**config.mk**
```make
export PLATFORM = sky130hd
export DESIGN_NAME = piso_tx
export DESIGN_NICKNAME = d
export VERILOG_FILES = /design/src/rtl/piso_pkg.sv /design/src/rtl/piso_tx.sv
export SDC_FILE = /design/constraint.sdc
export NUM_CORES = 1
export LEC_CHECK = 0
export CORE_MARGIN = 3
export CORE_UTILIZATION = 30
export CTS_BUF_LIST = sky130_fd_sc_hd__clkbuf_4 sky130_fd_sc_hd__clkbuf_8
export DETAILED_ROUTE_END_ITERATION = 6
export SLEW_MARGIN = 20
export SYNTH_ARGS = -nofsm -noshare
export SYNTH_HDL_FRONTEND = slang
export SYNTH_SLANG_ARGS = --single-unit
export TNS_END_PERCENT = 30
```
**constraint.sdc**
```tcl
create_clock -name clk -period 2.3 [get_ports clk]
set_input_delay 0.46 -clock clk [delete_from_list [all_inputs] [get_ports clk]]
set_output_delay 0.46 -clock clk [all_outputs]
set_load 0.02 [all_outputs]
```
**src/rtl/piso_pkg.sv**
```systemverilog
// Shared state encoding for the parallel-in/serial-out transmitter.
package piso_pkg;

    localparam logic [1:0] ST_IDLE   = 2'd0;
    localparam logic [1:0] ST_SHIFT  = 2'd1;
    localparam logic [1:0] ST_PARITY = 2'd2;

endpackage

```
**src/rtl/piso_tx.sv**
```systemverilog
// Parallel-in, serial-out transmitter, MSB first, valid/ready load handshake.
// Optional trailing even-parity bit when PISO_TX_PARITY_EN is defined.
module piso_tx
    import piso_pkg::*;
#(
    parameter int N = 4
) (
    input  logic         clk,
    input  logic         rst,
    input  logic         load_valid,
    output logic         load_ready,
    input  logic [N-1:0] D,
    output logic         sdo,
    output logic         sdo_valid,
    output logic         sdo_last,
    output logic         busy
);

    localparam int CNT_W = $clog2(N + 1);
    localparam logic [CNT_W-1:0] LAST_CNT = CNT_W'(N - 1);
    localparam logic [CNT_W-1:0] CNT_ONE  = CNT_W'(1);

`ifdef PISO_TX_PARITY_EN
    localparam logic PARITY_EN = 1'b1;
`else
    localparam logic PARITY_EN = 1'b0;
`endif

    function automatic logic even_parity(input logic [N-1:0] word);
        return ^word;
    endfunction

    logic [1:0]       state_r;
    logic [1:0]       state_nx_s;
    logic [N-1:0]     shift_r;
    logic [N-1:0]     shift_nx_s;
    logic [CNT_W-1:0] cnt_r;
    logic [CNT_W-1:0] cnt_nx_s;
    logic             last_bit_s;
    logic             accept_s;
`ifdef PISO_TX_PARITY_EN
    logic             parity_r;
    logic             parity_nx_s;
`endif

    assign last_bit_s = (cnt_r == LAST_CNT);
    assign accept_s   = load_valid & load_ready;

    // Output decode: every output comes from state registers only, never from D.
    always_comb begin
        load_ready = 1'b0;
        sdo        = 1'b0;
        sdo_valid  = 1'b0;
        sdo_last   = 1'b0;
        busy       = 1'b0;
        case (state_r)
            ST_IDLE: begin
                load_ready = 1'b1;
            end
            ST_SHIFT: begin
                sdo       = shift_r[N-1];
                sdo_valid = 1'b1;
                busy      = 1'b1;
                if (last_bit_s) begin
                    sdo_last   = ~PARITY_EN;
                    load_ready = ~PARITY_EN;
                end else begin
                    sdo_last   = 1'b0;
                    load_ready = 1'b0;
                end
            end
`ifdef PISO_TX_PARITY_EN
            ST_PARITY: begin
                sdo        = parity_r;
                sdo_valid  = 1'b1;
                sdo_last   = 1'b1;
                load_ready = 1'b1;
                busy       = 1'b1;
            end
`endif
            default: begin
                load_ready = 1'b0;
            end
        endcase
    end

    // Next-state logic for FSM, shift register, bit counter and parity.
    always_comb begin
        state_nx_s  = state_r;
        shift_nx_s  = shift_r;
        cnt_nx_s    = cnt_r;
`ifdef PISO_TX_PARITY_EN
        parity_nx_s = parity_r;
`endif
        case (state_r)
            ST_IDLE: begin
                if (accept_s) begin
                    state_nx_s  = ST_SHIFT;
                    shift_nx_s  = D;
                    cnt_nx_s    = '0;
`ifdef PISO_TX_PARITY_EN
                    parity_nx_s = even_parity(D);
`endif
                end else begin
                    state_nx_s = ST_IDLE;
                end
            end
            ST_SHIFT: begin
                if (last_bit_s) begin
`ifdef PISO_TX_PARITY_EN
                    state_nx_s = ST_PARITY;
                    shift_nx_s = {shift_r[N-2:0], 1'b0};
                    cnt_nx_s   = '0;
`else
                    // Reload on the final bit keeps frames back-to-back with no bubble.
                    if (accept_s) begin
                        state_nx_s = ST_SHIFT;
                        shift_nx_s = D;
                        cnt_nx_s   = '0;
                    end else begin
                        state_nx_s = ST_IDLE;
                        shift_nx_s = {shift_r[N-2:0], 1'b0};
                        cnt_nx_s   = '0;
                    end
`endif
                end else begin
                    shift_nx_s = {shift_r[N-2:0], 1'b0};
                    cnt_nx_s   = cnt_r + CNT_ONE;
                end
            end
`ifdef PISO_TX_PARITY_EN
            ST_PARITY: begin
                if (accept_s) begin
                    state_nx_s  = ST_SHIFT;
                    shift_nx_s  = D;
                    cnt_nx_s    = '0;
                    parity_nx_s = even_parity(D);
                end else begin
                    state_nx_s  = ST_IDLE;
                end
            end
`endif
            default: begin
                state_nx_s = ST_IDLE;
                shift_nx_s = '0;
                cnt_nx_s   = '0;
            end
        endcase
    end

    // State registers with asynchronous active-high reset.
    always_ff @(posedge clk or posedge rst) begin
        if (rst) begin
            state_r <= ST_IDLE;
            shift_r <= '0;
            cnt_r   <= '0;
        end else begin
            state_r <= state_nx_s;
            shift_r <= shift_nx_s;
            cnt_r   <= cnt_nx_s;
        end
    end

`ifdef PISO_TX_PARITY_EN
    // Parity bit captured alongside the data word.
    always_ff @(posedge clk or posedge rst) begin
        if (rst) begin
            parity_r <= 1'b0;
        end else begin
            parity_r <= parity_nx_s;
        end
    end
`endif

endmodule

```
==> metrics.md, run 1 <==
| Metric | Value |
|---|---|
| Status | completed |
| Relative slew margins | 0.7215 |
| FF-to-FF setup slack | 0.98 ns |
| Post-synthesis simple-gate area fraction | 0.1606 |
| Hold WC Path Type | primary input to async pin |
| R2R depth | 4 |
| Post-Route Utilization | 0.4189 |
| # fillers | 142 |
| Main combinational cell family by area after synthesis | compound AO/OA/AOI/OAI gates |
| Hold buffers post-CTS | 0 |
| CP required | 1.84 ns |
| Post-CTS sizing | 0 |
| Die Width | 44.48 um |
| Lkg Pwr | 0.2806 nW |
| Ant. Diodes | 0 |
| Number of global-route vias before repair | 320 |
| Post-route ant nets | 0 |
| Die H | 44.48 um |
| CP startpoint kind | register |
| Clk root buf | clkbuf_4 |
| Final total negative setup slack | 0 ns |
| Fin crit period | 2.061 ns |
| Setup violations, final | 0 |
| Die footprint | 1978 sq um |
| VDD IR max | 0.4435 mV |
| CP Capture Type | output port |
| Global-route wire length before repair | 1442 um |
| Final Max Tran Viols | 0 |
| Drt pass-1 iters | 3 |
| Finished Layout Cells | 66 |
| Seq/Total Area, Yosys | 0.4507 |
| Initial DRC count | 3 |
| Fmax | 485.2 MHz |
| Largest net degree at the start of global routing | 13 |
| Postcts setup bufs | 0 |
| Maximum fanout along the worst path | 12 |
| RSZ-0062 raised after global routing | no |
| Number of synthesized flops with an enable pin | 0 |
| Ratio of cells with drive above 1 in the final layout | 0.1569 |
| Worst r2r dst | shift_r[0] |
| Synth Area in Adders | 0.02817 |
| Initial Utilization | 0.3290 |
| Synth Area in XOR/XNOR | 0 |
| DR vias/cell | 4.818 |
| Dpl cell area | 538.0 sq um |
| Area grow syn2layout | 27.32% |
| Post-route clock period utilization | 0.8961 |
| Initial antenna violation count | 0 |
| R2r startpoint | cnt_r[0] |
| Design Area, Final | 565.5 sq um |
| Mapped cell area | 444.2 sq um |
| Placed cell count | 63 |
| TritonCTS clock tree | done |
| Synthesis-stage register bit count | 8 |
| Total power | 0.0006795 W |
| WL/cell | 11.71 um |
| Worst slew pin tran | 0.4164 ns |
| Number of port buffers | 11 |
| Total Routed Length | 773 um |
| GPL Wtd Cong | 0.7679 |
| Crit path DAT | 1.60 ns |
| Total GRT Usage | 0.1091 |
| Ys Warns | 0 |
| H-tree Lvls | 1 |
| Clock Latency Late Sink | 0.25 ns |
| Syn Nets | 49 |
| DPL Wire Length | 563.3 um |
| Max cap viols | 0 |
| Synth cell types | 21 |
| Synthesized instance count | 41 |
| PwrDens | 1202 nW/um^2 |
| GRT Residual Overflow | 0 |
| Asr flop ratio synth | 1.000 |
| CTS buffer count | 3 |
| FP Rows | 13 |
| CTS clk-pin slew, worst paths | 0.05 ns |
| Mean Syn Cell Area | 10.83 sq um |
| Fin. Hold Viols | 0 |
| Mux contribution to synthesized area | 0.02535 |
| Synth Area in Compound Gates | 0.2056 |
| Core Region | 1350 sq um |
| Crit Path Class | register to output port |
| DR vias | 318 |
| Drt drc | 0 |
| Nets | 61 |
| Ports | 12 |
| Clk sink count | 8 |
| Worst Skew | 0.001777 ns |
| Top FF cell, synth | dfrtp_1 |
| CTS Buffer Depth | 2 |
[report_power, final]
part | internal [W] | switching (W) | leakage, nW | total (W)
Combinational | 0.000174 | 0.000165 | 0.167 | 0.000339
Sequential | 0.000191 | 0.0000433 | 0.0998 | 0.000235
Clock | 0.0000596 | 0.0000461 | 0.0138 | 0.000106
[Yosys cell counts, types with 2 or more instances]
master,count,area (sq um)
a211oi_1,2,15.01
a311oi_2,2,30.03
and2_1,2,12.51
buf_6,2,22.52
dfrtp_1,8,200.2
inv_1,6,22.52
nand2_1,2,7.510
nor2_1,2,7.510
nor3_1,2,10.01
o32ai_1,2,17.52
[final cells by class]
type                            count  area [sq um]  area share
Timing Repair Buffer               11         115.1      0.2035
Clock buffer                        3         22.52     0.03982
Sequential cell                     8         200.2      0.3540
Tap cell                           15         18.77     0.03319
Inverter                            6         22.52     0.03982
Multi-Input combinational cell     23         186.4      0.3296
[per-stage QoR]
stage | hold slack, ns | worst slack, ns
finish | 0.4560 | 0.2389
detailed placement | 0.4766 | 0.2986
CTS | 0.4686 | 0.004600
floorplan | 0.2757 | 0.8679
global route | 0.4953 | 0.1441
global placement | 0.4730 | 0.3203
[how the worst max path moves through the flow]
stage | from | end | cells after the start
CTS | cnt_r[0] | load_ready | 4
global placement | cnt_r[0] | load_ready | 4
floorplan | cnt_r[0] | load_ready | 4
global route | state_r[0] | sdo | 2
detailed placement | cnt_r[0] | load_ready | 4
finish | state_r[0] | sdo | 2
[routing by layer]
layer  wire (um)  GRT usage  up-vias  share of wire
met5           0          0        -              0
met4          24    0.09036        0          0.031
met1         372     0.1309      139           0.48
li1            -          -      162              -
met3          73    0.06098        5          0.094
met2         303     0.1375       12           0.39
[kinds of logic (layout without fill, tap and decap cells)]
kind of cell             Yosys count  after routing
AND/OR/NAND/NOR                   11             11
AO/OA/AOI/OAI                     10             10
multiplexers                       1              1
adder cells (fa/ha/maj)            1              1
flip-flops                         8              8
buffers and inverters             10             20
[worst max-delay path, cell delays in order (launching register included)]
cell,delay [ns]
dfrtp_1,0.57
and2_1,0.18
clkdlybuf4s50_1,0.59
[placed cells by master (no fill, tap or decap)]
master	netlist	routed
nor2_1	2	2
and2_1	2	2
nor3_1	2	2
o21ai_1	1	1
nand2b_1	1	1
clkdlybuf4s50_1	0	9
o21a_1	1	1
nand2_1	2	2
a211oi_1	2	2
a32o_1	1	1
mux2_2	1	1
nor2b_4	1	1
o32ai_1	2	2
a311oi_2	2	2
inv_1	6	6
dfrtp_1	8	8
ha_1	1	1
clkbuf_4	0	3
a31oi_1	1	1
dlymetal6s2s_1	0	2
nand2b_4	1	1
[flip-flops by register name, summed over array words and instances, names as in the netlist]
| name | flops |
|---|---|
| shift_r | 4 |
| state_r | 1 |
| cnt_r | 3 |
(Power assumes the default switching activity.)
==> inputs of run 2 (changes only) <==
- HOLD_SLACK_MARGIN: not set -> 0.12
- RECOVER_POWER: not set -> 100
==> run 2 against run 1 <==
Compared with the run above: critical path depth unchanged; power decreased by 4.2%; routed wire length increased by 0.13%; worst setup slack got worse by 0.058 ns; maximum frequency decreased by 2.7%.
==> metrics.md, run 2 (synthesis gave the netlist of run 1 again) <==
| Metric | Value |
|---|---|
| Crit path DAT | 1.66 ns (+0.06 ns) |
| RSZ-0062 raised after global routing | no |
| Drt drc | 0 (unchanged) |
| Logic pwr share | 0.479 (-0.020) |
| H-tree Lvls | 1 (unchanged) |
| Number of global-route vias before repair | 320 (unchanged) |
| Final Max Tran Viols | 0 (unchanged) |
| DR vias/cell | 4.818 (unchanged) |
| Commonest non-fill, non-tap cell in the layout | dfrtp_1 |
| Clk sink count | 8 (unchanged) |
| Lkg Pwr | 0.2438 nW (-13%) |
| Number of flip-flops in the largest register | 4 (unchanged) |
| Core Region | 1350 sq um (unchanged) |
| Post-route ant nets | 0 (unchanged) |
| Biggest regs | shift_r: 4 flops, cnt_r: 3 flops, state_r: 1 flops |
| Total Routed Length | 774 um (+0.13%) |
| Post-route clock period utilization | 0.9214 (+0.02528) |
| CP startpoint kind | register |
| CTS Buffer Depth | 2 (unchanged) |
| Die Width | 44.48 um (unchanged) |
| CTS clk-pin slew, worst paths | 0.05 ns (about the same) |
| Final total negative setup slack | 0 ns (unchanged) |
| CP Capture Type | output port |
| R2r startpoint | cnt_r[0] |
| Status | completed |
| Maximum fanout along the worst path | 12 (unchanged) |
| Crit Path Class | register to output port |
| Fin. Hold Viols | 0 (unchanged) |
| Nets | 61 (unchanged) |
| PwrDens | 1188 nW/um^2 (-1.1%) |
| Relative slew margins | 0.7181 (-0.003452) |
| Commonest cells after routing, fill and taps aside | dfrtp_1, inv_1, dlygate4sd3_1 |
| Number of port buffers | 11 (unchanged) |
| Die footprint | 1978 sq um (unchanged) |
| DPL Wire Length | 563.3 um (unchanged) |
| Clk root buf | clkbuf_4 |
| FP Rows | 13 (unchanged) |
| TritonCTS clock tree | done |
| Drt pass-1 iters | 3 (unchanged) |
| Wire length on met3 | 74 um (+1.4%) |
| Clock Latency Late Sink | 0.25 ns (about the same) |
| Area grow syn2layout | 23.38% |
| Beginning of the critical path | state_r[0] |
| Largest net degree at the start of global routing | 13 (unchanged) |
| Initial Utilization | 0.3290 (unchanged) |
| Initial DRC count | 3 (unchanged) |
| Ports | 12 (unchanged) |
| DR top layer | met4 |
| Ratio of cells with drive above 1 in the final layout | 0.1569 (unchanged) |
| VDD IR max | 0.4344 mV (-2.1%) |
| Fin crit period | 2.119 ns (+0.05814 ns) |
| GRT Residual Overflow | 0 (unchanged) |
| CP required | 1.84 ns (about the same) |
| Worst slew pin tran | 0.4215 ns (+0.005092 ns) |
| Clock Power Share | 0.162 (+0.006) |
| Die H | 44.48 um (unchanged) |
| GPL Wtd Cong | 0.7679 (unchanged) |
| WL met2 | 302 um (-0.33%) |
| Ant. Diodes | 0 (unchanged) |
| Net switching fraction of the power | 0.3889 (+0.01444) |
| Largest register by flop count | shift_r |
| Sequential share of power | 0.359 (+0.014) |
| DR vias | 318 (unchanged) |
| Max cap viols | 0 (unchanged) |
| Worst Skew | 0.001777 ns (unchanged) |
| Total GRT Usage | 0.1091 (unchanged) |
| Hold buffers post-CTS | 0 (unchanged) |
| WL/cell | 11.73 um (+0.13%) |
| Net Sw Power | 0.0002532 W (-0.49%) |
| Fin Hold WS | 0.4964 ns (+0.04039 ns) |
| Hold Crit Start | shift_r[0] |
| Setup violations, final | 0 (unchanged) |
| CTS buffer count | 3 (unchanged) |
| Hold WC Path Type | register to register |
| Internal | 0.0003979 W (-6.4%) |
| DRT met1 WL | 373 um (+0.27%) |
| Initial antenna violation count | 0 (unchanged) |
| Fmax | 471.9 MHz (-2.7%) |
| Global-route wire length before repair | 1442 um (unchanged) |
==> run 2: changes by cell type in the layout (fill, tap and decap cells not counted), sizes merged <==
cell	previous run	this run
clkdlybuf4s50	9	4
dlygate4sd3	0	5
clkbuf	3	5
dlymetal6s2s	2	0
==> run 2: power by group through the flow <==
| stage | logic [W] | registers (W) | clock network, W |
|---|---|---|---|
| 6_report | 0.000312 | 0.000234 | 0.000106 |
| 4_1_cts | 0.000346 | 0.000236 | 0.000113 |
| 5_1_grt | 0.000340 | 0.000244 | 0.000123 |
| 3_5_place_dp | 0.000346 | 0.000239 | 0 |
| 3_3_place_gp | 0.000342 | 0.000239 | 0 |
| 2_1_floorplan | 0.000282 | 0.000224 | 0 |
==> run 2: per-stage QoR <==
step | utilization | total power (W) | std cells | setup slack, ns | instance area (sq um)
floorplan | - | 0.0005057 | 41 | 0.8679 | 444.2
global placement | 0.3985 | 0.0005819 | 63 | 0.3203 | 538.0
detailed placement | 0.3985 | 0.0005853 | 63 | 0.2986 | 538.0
CTS | 0.4152 | 0.0006952 | 66 | 0.004600 | 560.5
global route | 0.4059 | 0.0007063 | 66 | 0.08667 | 548.0
finish | 0.4059 | 0.0006511 | 66 | 0.1808 | 548.0
==> run 2: area by class of cell <==
cell class | count | area [sq um]
Tap cell | 15 | 18.77
Fill cell | 143 | 802.0
Inverter | 6 | 22.52
Multi-Input combinational cell | 23 | 186.4
Clock buffer | 3 | 22.52
Timing Repair Buffer | 11 | 97.59
Sequential cell | 8 | 200.2
==> run 2: repair_timing <==
| action | in CTS | in global routing |
|---|---|---|
| endpoints found under the setup margin | 0 | 2 |
| buffers inserted | 0 | 0 |
| gates resized for setup | 0 | 2 |
==> run 2: worst paths after layout <==
check / end / slack, ns / depth (start not counted)
min in group asynchronous: state_r[0] / 0.59 / 2
setup reg to reg: shift_r[0] / 0.98 / 4
max in group asynchronous: cnt_r[2] / 1.47 / 2
hold reg to reg: shift_r[0] / 0.50 / 1
setup / recovery: sdo / 0.18 / 2
hold / removal: shift_r[0] / 0.50 / 1
==> run 2: routing by layer <==
layer,global-route usage,up-vias
met1,0.1309,139
met3,0.06098,5
met4,0.09036,0
li1,-,162
met2,0.1375,12
met5,0,-
==> run 2: critical path, cell delays in order, from the launching register on <==
cell,delay [ns]
dfrtp_1,0.57
and2_1,0.18
dlygate4sd3_1,0.66
==> inputs of run 3 (changes only) <==
- CORE_MARGIN: 3 -> not set
==> run 3 against run 2 <==
Compared with the run above: combinational power increased by 2%; via count rose by 4.1%; critical path depth increased by 2; routed wire length is 5.3% lower; die area decreased by 17%; critical path type unchanged; critical endpoint is now sdo_last; largest cell class unchanged; highest routed layer unchanged.
==> metrics.md, run 3 (synthesis gave the netlist of run 1 again) <==
| Metric | Value |
|---|---|
| Ports | 12 (unchanged) |
| Clk root buf | clkbuf_4 |
| Clk sink count | 8 (unchanged) |
| DPL Wire Length | 536.9 um (-4.7%) |
| Lkg Pwr | 0.2462 nW (+0.96%) |
| Die H | 40.48 um (-9.0%) |
| Nets | 61 (unchanged) |
| DR vias/cell | 5.015 (+4.1%) |
| CTS clk-pin slew, worst paths | 0.06 ns (about the same) |
| Post-route ant nets | 0 (unchanged) |
| Biggest regs | shift_r: 4 flops, cnt_r: 3 flops, state_r: 1 flops |
| GPL Wtd Cong | 0.7098 (-7.6%) |
| CTS buffer count | 3 (unchanged) |
| Number of global-route vias before repair | 304 (-5.0%) |
| Finished Layout Cells | 66 (unchanged) |
| # fillers | 139 (-2.8%) |
| RSZ-0062 raised after global routing | no |
| Placed cell count | 63 (unchanged) |
| Final total negative setup slack | 0 ns (unchanged) |
| CP Depth | 4 (+2) |
| Worst slew pin tran | 0.4427 ns (+0.02118 ns) |
| Fin crit period | 2.190 ns (+0.07084 ns) |
| Worst r2r dst | shift_r[0] |
| Hold WC Path Type | register to register |
| Register area | 200.2 sq um (unchanged) |
| Crit path largest cell delay | 0.59 ns (-0.07 ns) |
| H-tree Lvls | 1 (unchanged) |
| Relative slew margins | 0.7039 (-0.01417) |
| Fin. Hold Viols | 0 (unchanged) |
| CP Capture Type | output port |
| Total GRT Usage | 0.1333 (+0.02426) |
| DR vias | 331 (+4.1%) |
| R2r startpoint | cnt_r[0] |
| Die footprint | 1639 sq um (-17%) |
| Post-route clock period utilization | 0.9522 (+0.03080) |
| Largest net degree at the start of global routing | 13 (unchanged) |
| Initial Utilization | 0.3330 (+0.004012) |
| Status | completed |
| CTS Buffer Depth | 2 (unchanged) |
| Postcts setup bufs | 0 (unchanged) |
| Drt pass-1 iters | 4 (+1) |
| FP Rows | 13 (unchanged) |
| Ant. Diodes | 0 (unchanged) |
| Initial DRC count | 13 (+10) |
| CP top delay family | buffers and inverters |
| Ratio of cells with drive above 1 in the final layout | 0.1569 (unchanged) |
| Setup violations, final | 0 (unchanged) |
| Crit Path Class | register to output port |
| Fmax | 456.6 MHz (-3.2%) |
| Cells along the critical path | ha_1, nor2b_4, and2_1, clkdlybuf4s50_1 |
| Max cap viols | 0 (unchanged) |
| Crit path DAT | 1.73 ns (+0.07 ns) |
| Initial antenna violation count | 0 (unchanged) |
| Post-Route Utilization | 0.4156 (+0.009641) |
| Maximum fanout along the worst path | 6 (-6) |
| Global-route wire length before repair | 1324 um (-8.2%) |
| Hold Path Sink | shift_r[0] |
| Area grow syn2layout | 24.79% |
| Final Max Tran Viols | 0 (unchanged) |
| Commonest non-fill, non-tap cell in the layout | dfrtp_1 |
| Hold buffers post-CTS | 0 (unchanged) |
| VDD IR max | 0.4862 mV (+12%) |
| R2R depth | 4 (unchanged) |
| Clock Latency Late Sink | 0.26 ns (about the same) |
| GRT Residual Overflow | 0 (unchanged) |
| Hold Crit Start | shift_r[0] |
| Core Region | 1334 sq um (-1.2%) |
| Buffers plus inverters on the worst setup path | 1 (unchanged) |
| TritonCTS clock tree | done |
| Number of port buffers | 11 (unchanged) |
| Total Routed Length | 733 um (-5.3%) |
| Die Width | 40.48 um (-9.0%) |
| FF-to-FF setup slack | 0.99 ns (about the same) |
| Largest register by flop count | shift_r |
| Post-CTS sizing | 0 (unchanged) |
| WL/cell | 11.11 um (-5.3%) |
| CP startpoint kind | register |
| PwrDens | 1196 nW/um^2 (+0.66%) |
| Number of flip-flops in the largest register | 4 (unchanged) |
| Hold Path Stages | 1 (unchanged) |
| Commonest cells after routing, fill and taps aside | dfrtp_1, inv_1, clkdlybuf4s50_1, dlygate4sd3_1, clkbuf_4 |
| CP required | 1.84 ns (about the same) |
| Area of the multi-input gates | 186.4 sq um (unchanged) |
| Worst Skew | 0.003656 ns (+0.001879 ns) |
| CP max-delay cell | clkdlybuf4s50_1 |
| Drt drc | 0 (unchanged) |
[run 3: cell types whose count changed in the layout (fill, tap and decap cells not counted), sizes merged]
cell / delta
clkbuf: -1
clkdlybuf4s50: +1
[run 3: through the flow]
| stage | hold slack, ns | setup WS (ns) | instance area (sq um) | total power, W |
|---|---|---|---|---|
| floorplan | 0.2757 | 0.8679 | 444.2 | 0.0005057 |
| global placement | 0.4741 | 0.3294 | 538.0 | 0.0005835 |
| detailed placement | 0.4777 | 0.3146 | 538.0 | 0.0005814 |
| CTS | 0.4598 | 0.01111 | 560.5 | 0.0006979 |
| global route | 0.5170 | 0.01910 | 554.3 | 0.0007199 |
| finish | 0.4989 | 0.1099 | 554.3 | 0.0006629 |
[run 3: power by group]
| group | leakage [nW] | switching (W) | internal (W) |
|---|---|---|---|
| Sequential | 0.0998 | 0.0000456 | 0.000191 |
| Combinational | 0.133 | 0.000161 | 0.000156 |
| Clock | 0.0138 | 0.0000496 | 0.0000598 |
| Total | 0.246 | 0.000256 | 0.000407 |
[run 3: worst register-to-register path, stage by stage (launching register included)]
cell,delay [ns]
dfrtp_1,0.39
ha_1,0.22
nor2b_4,0.14
nand2b_4,0.17
a32o_1,0.27
[run 3: routing by layer]
metal | global-route usage | vias to the layer above | part of all wire
met5 | 0 | - | 0
met2 | 0.1706 | 15 | 0.42
met3 | 0.05000 | 2 | 0.053
li1 | - | 163 | -
met1 | 0.1667 | 151 | 0.51
met4 | 0.1250 | 0 | 0.018
[run 3: worst max-delay path by stage]
stage | startpoint | endpoint | slack [ns]
floorplan | cnt_r[0] | load_ready | 0.87
global placement | cnt_r[0] | load_ready | 0.33
detailed placement | cnt_r[0] | load_ready | 0.31
CTS | cnt_r[0] | load_ready | 0.01
global route | cnt_r[0] | sdo_last | 0.02
finish | cnt_r[0] | sdo_last | 0.11
[run 3: layout make-up]
type | count | area share
clock buffer | 3 | 0.04063
inverter | 6 | 0.04063
multi-input combinational | 23 | 0.3363
sequential | 8 | 0.3612
tap | 15 | 0.03386
timing repair buffer | 11 | 0.1874
==> patch: new RTL, flow settings as in run 2 <==
The parameter `N` goes from 4 to 16.
--- a/src/rtl/piso_tx.sv
+++ b/src/rtl/piso_tx.sv
@@ -3,7 +3,7 @@
 module piso_tx
     import piso_pkg::*;
 #(
-    parameter int N = 4
+    parameter int N = 16
 ) (
     input  logic         clk,
     input  logic         rst,
Interface: changed (resized D); port bits go from 12 to 24. No check against the original RTL was run, so the function may have changed too.
==> patch against run 2 <==
Clock power up 99%. Clock skew up 3.5 ps. Routed wire length rose to 3.0 times the old value. Maximum frequency down 3.2%. Worst setup slack worse by 71 ps. Sequential cell count up 14. Cell area up 150%. Power up 110%. Area after synthesis up 140%. Critical path type unchanged.
==> patch: results <==
{
  "area_delta_synth_final_pct": 29.31,
  "largest_reg_flops": 16,
  "post_dp_cell_area_um2": 1344,
  "relSlewSlack_pct": 23.62,
  "largestRegisters": "shift_r x16, cnt_r x5, state_r x1",
  "wire_per_inst_um": 14.42,
  "clock_latency_ps": 300,
  "vias_per_cell": 5.068,
  "ff2ff_setup_slack_ps": 570,
  "numSequentialCells": 22,
  "outcome": "completed",
  "endpoint": "sdo_valid",
  "seq_share_pct": 40.22,
  "finalWirelength_um": 2322,
  "setup_ws_ps": 109.7,
  "nNetsFinal": 138,
  "grtUsageTotal_pct": 11.30,
  "crit_slowest_cell": "clkdlybuf4s50_1",
  "clk_share_pct": 2.651,
  "portBuffers": 23,
  "crit_fanout": 11,
  "netlist_top_cells_count": "dfrtp_1 (22), or3_1 (11), nand2_1 (7), o221a_1 (7), o221a_2 (7)",
  "dpl.hpwl_um": 1566,
  "rows": 20,
  "ys_types": 26,
  "grt_pass1_vias": 801,
  "synth_seq_area_share_pct": 52.01,
  "netlist_top_cells_area": "dfrtp_1 (52%), o221a_1 (7.4%), o221a_2 (7.4%)",
  "hold_ws_ps": 509.6,
  "final_layout_size_suffix_gt1_share_pct": 15.38,
  "drt-initial-drc-count": 25,
  "synth_fa_ha_area_share_pct": 1.182,
  "dp_slack_ps": 201.8,
  "p_leak_nw": 0.5806,
  "path_clk_slew_ps": 120,
  "finClkSkew_ps": 5.294,
  "syn_nets": 110,
  "critPathMaxStageDelay_ps": 610,
  "ir_drop_v": 0.0004264,
  "grt_pass1_wl_um": 3739,
  "inverters_excl_clock": 3,
  "multiInputGateArea_um2": 454.2,
  "drt_first_pass_iters": 4,
  "final-nonclk-buf-share_pct": 19.10,
  "layout.comb_gates.multi_input": 59,
  "buffers": 29,
  "fill_cells": 321
}
==> patch: repair_timing <==
item / in CTS / in global routing
hold buffers: 0 / 0
pin swaps: 0 / 1
cloned: 0 / 0
setup endpoints to repair: 2 / 2
resized for setup: 2 / 4
==> patch: cells by family (layout without fill, tap and decap cells) <==
group | Yosys count | count (layout)
compound gates | 26 | 26
fa+ha+maj | 1 | 1
buf+inv | 9 | 36
flops | 22 | 22
mux | 4 | 4
simple gates | 28 | 28
==> patch: where the power goes <==
part	switching, mW	total [mW]	internal, mW
Sequential	0.121	0.663	0.542
Clock	0.114	0.211	0.0966
Combinational	0.221	0.518	0.297
Total	0.456	1.39	0.936
==> patch: routing by layer <==
metal / share of wire (%) / vias to the layer above / track usage [%]
met2: 45 / 18 / 17.57
met4: 0.60 / 0 / 2.332
li1: - / 406 / -
met3: 5.0 / 2 / 4.103
met5: 0 / - / 0
met1: 49 / 390 / 15.13
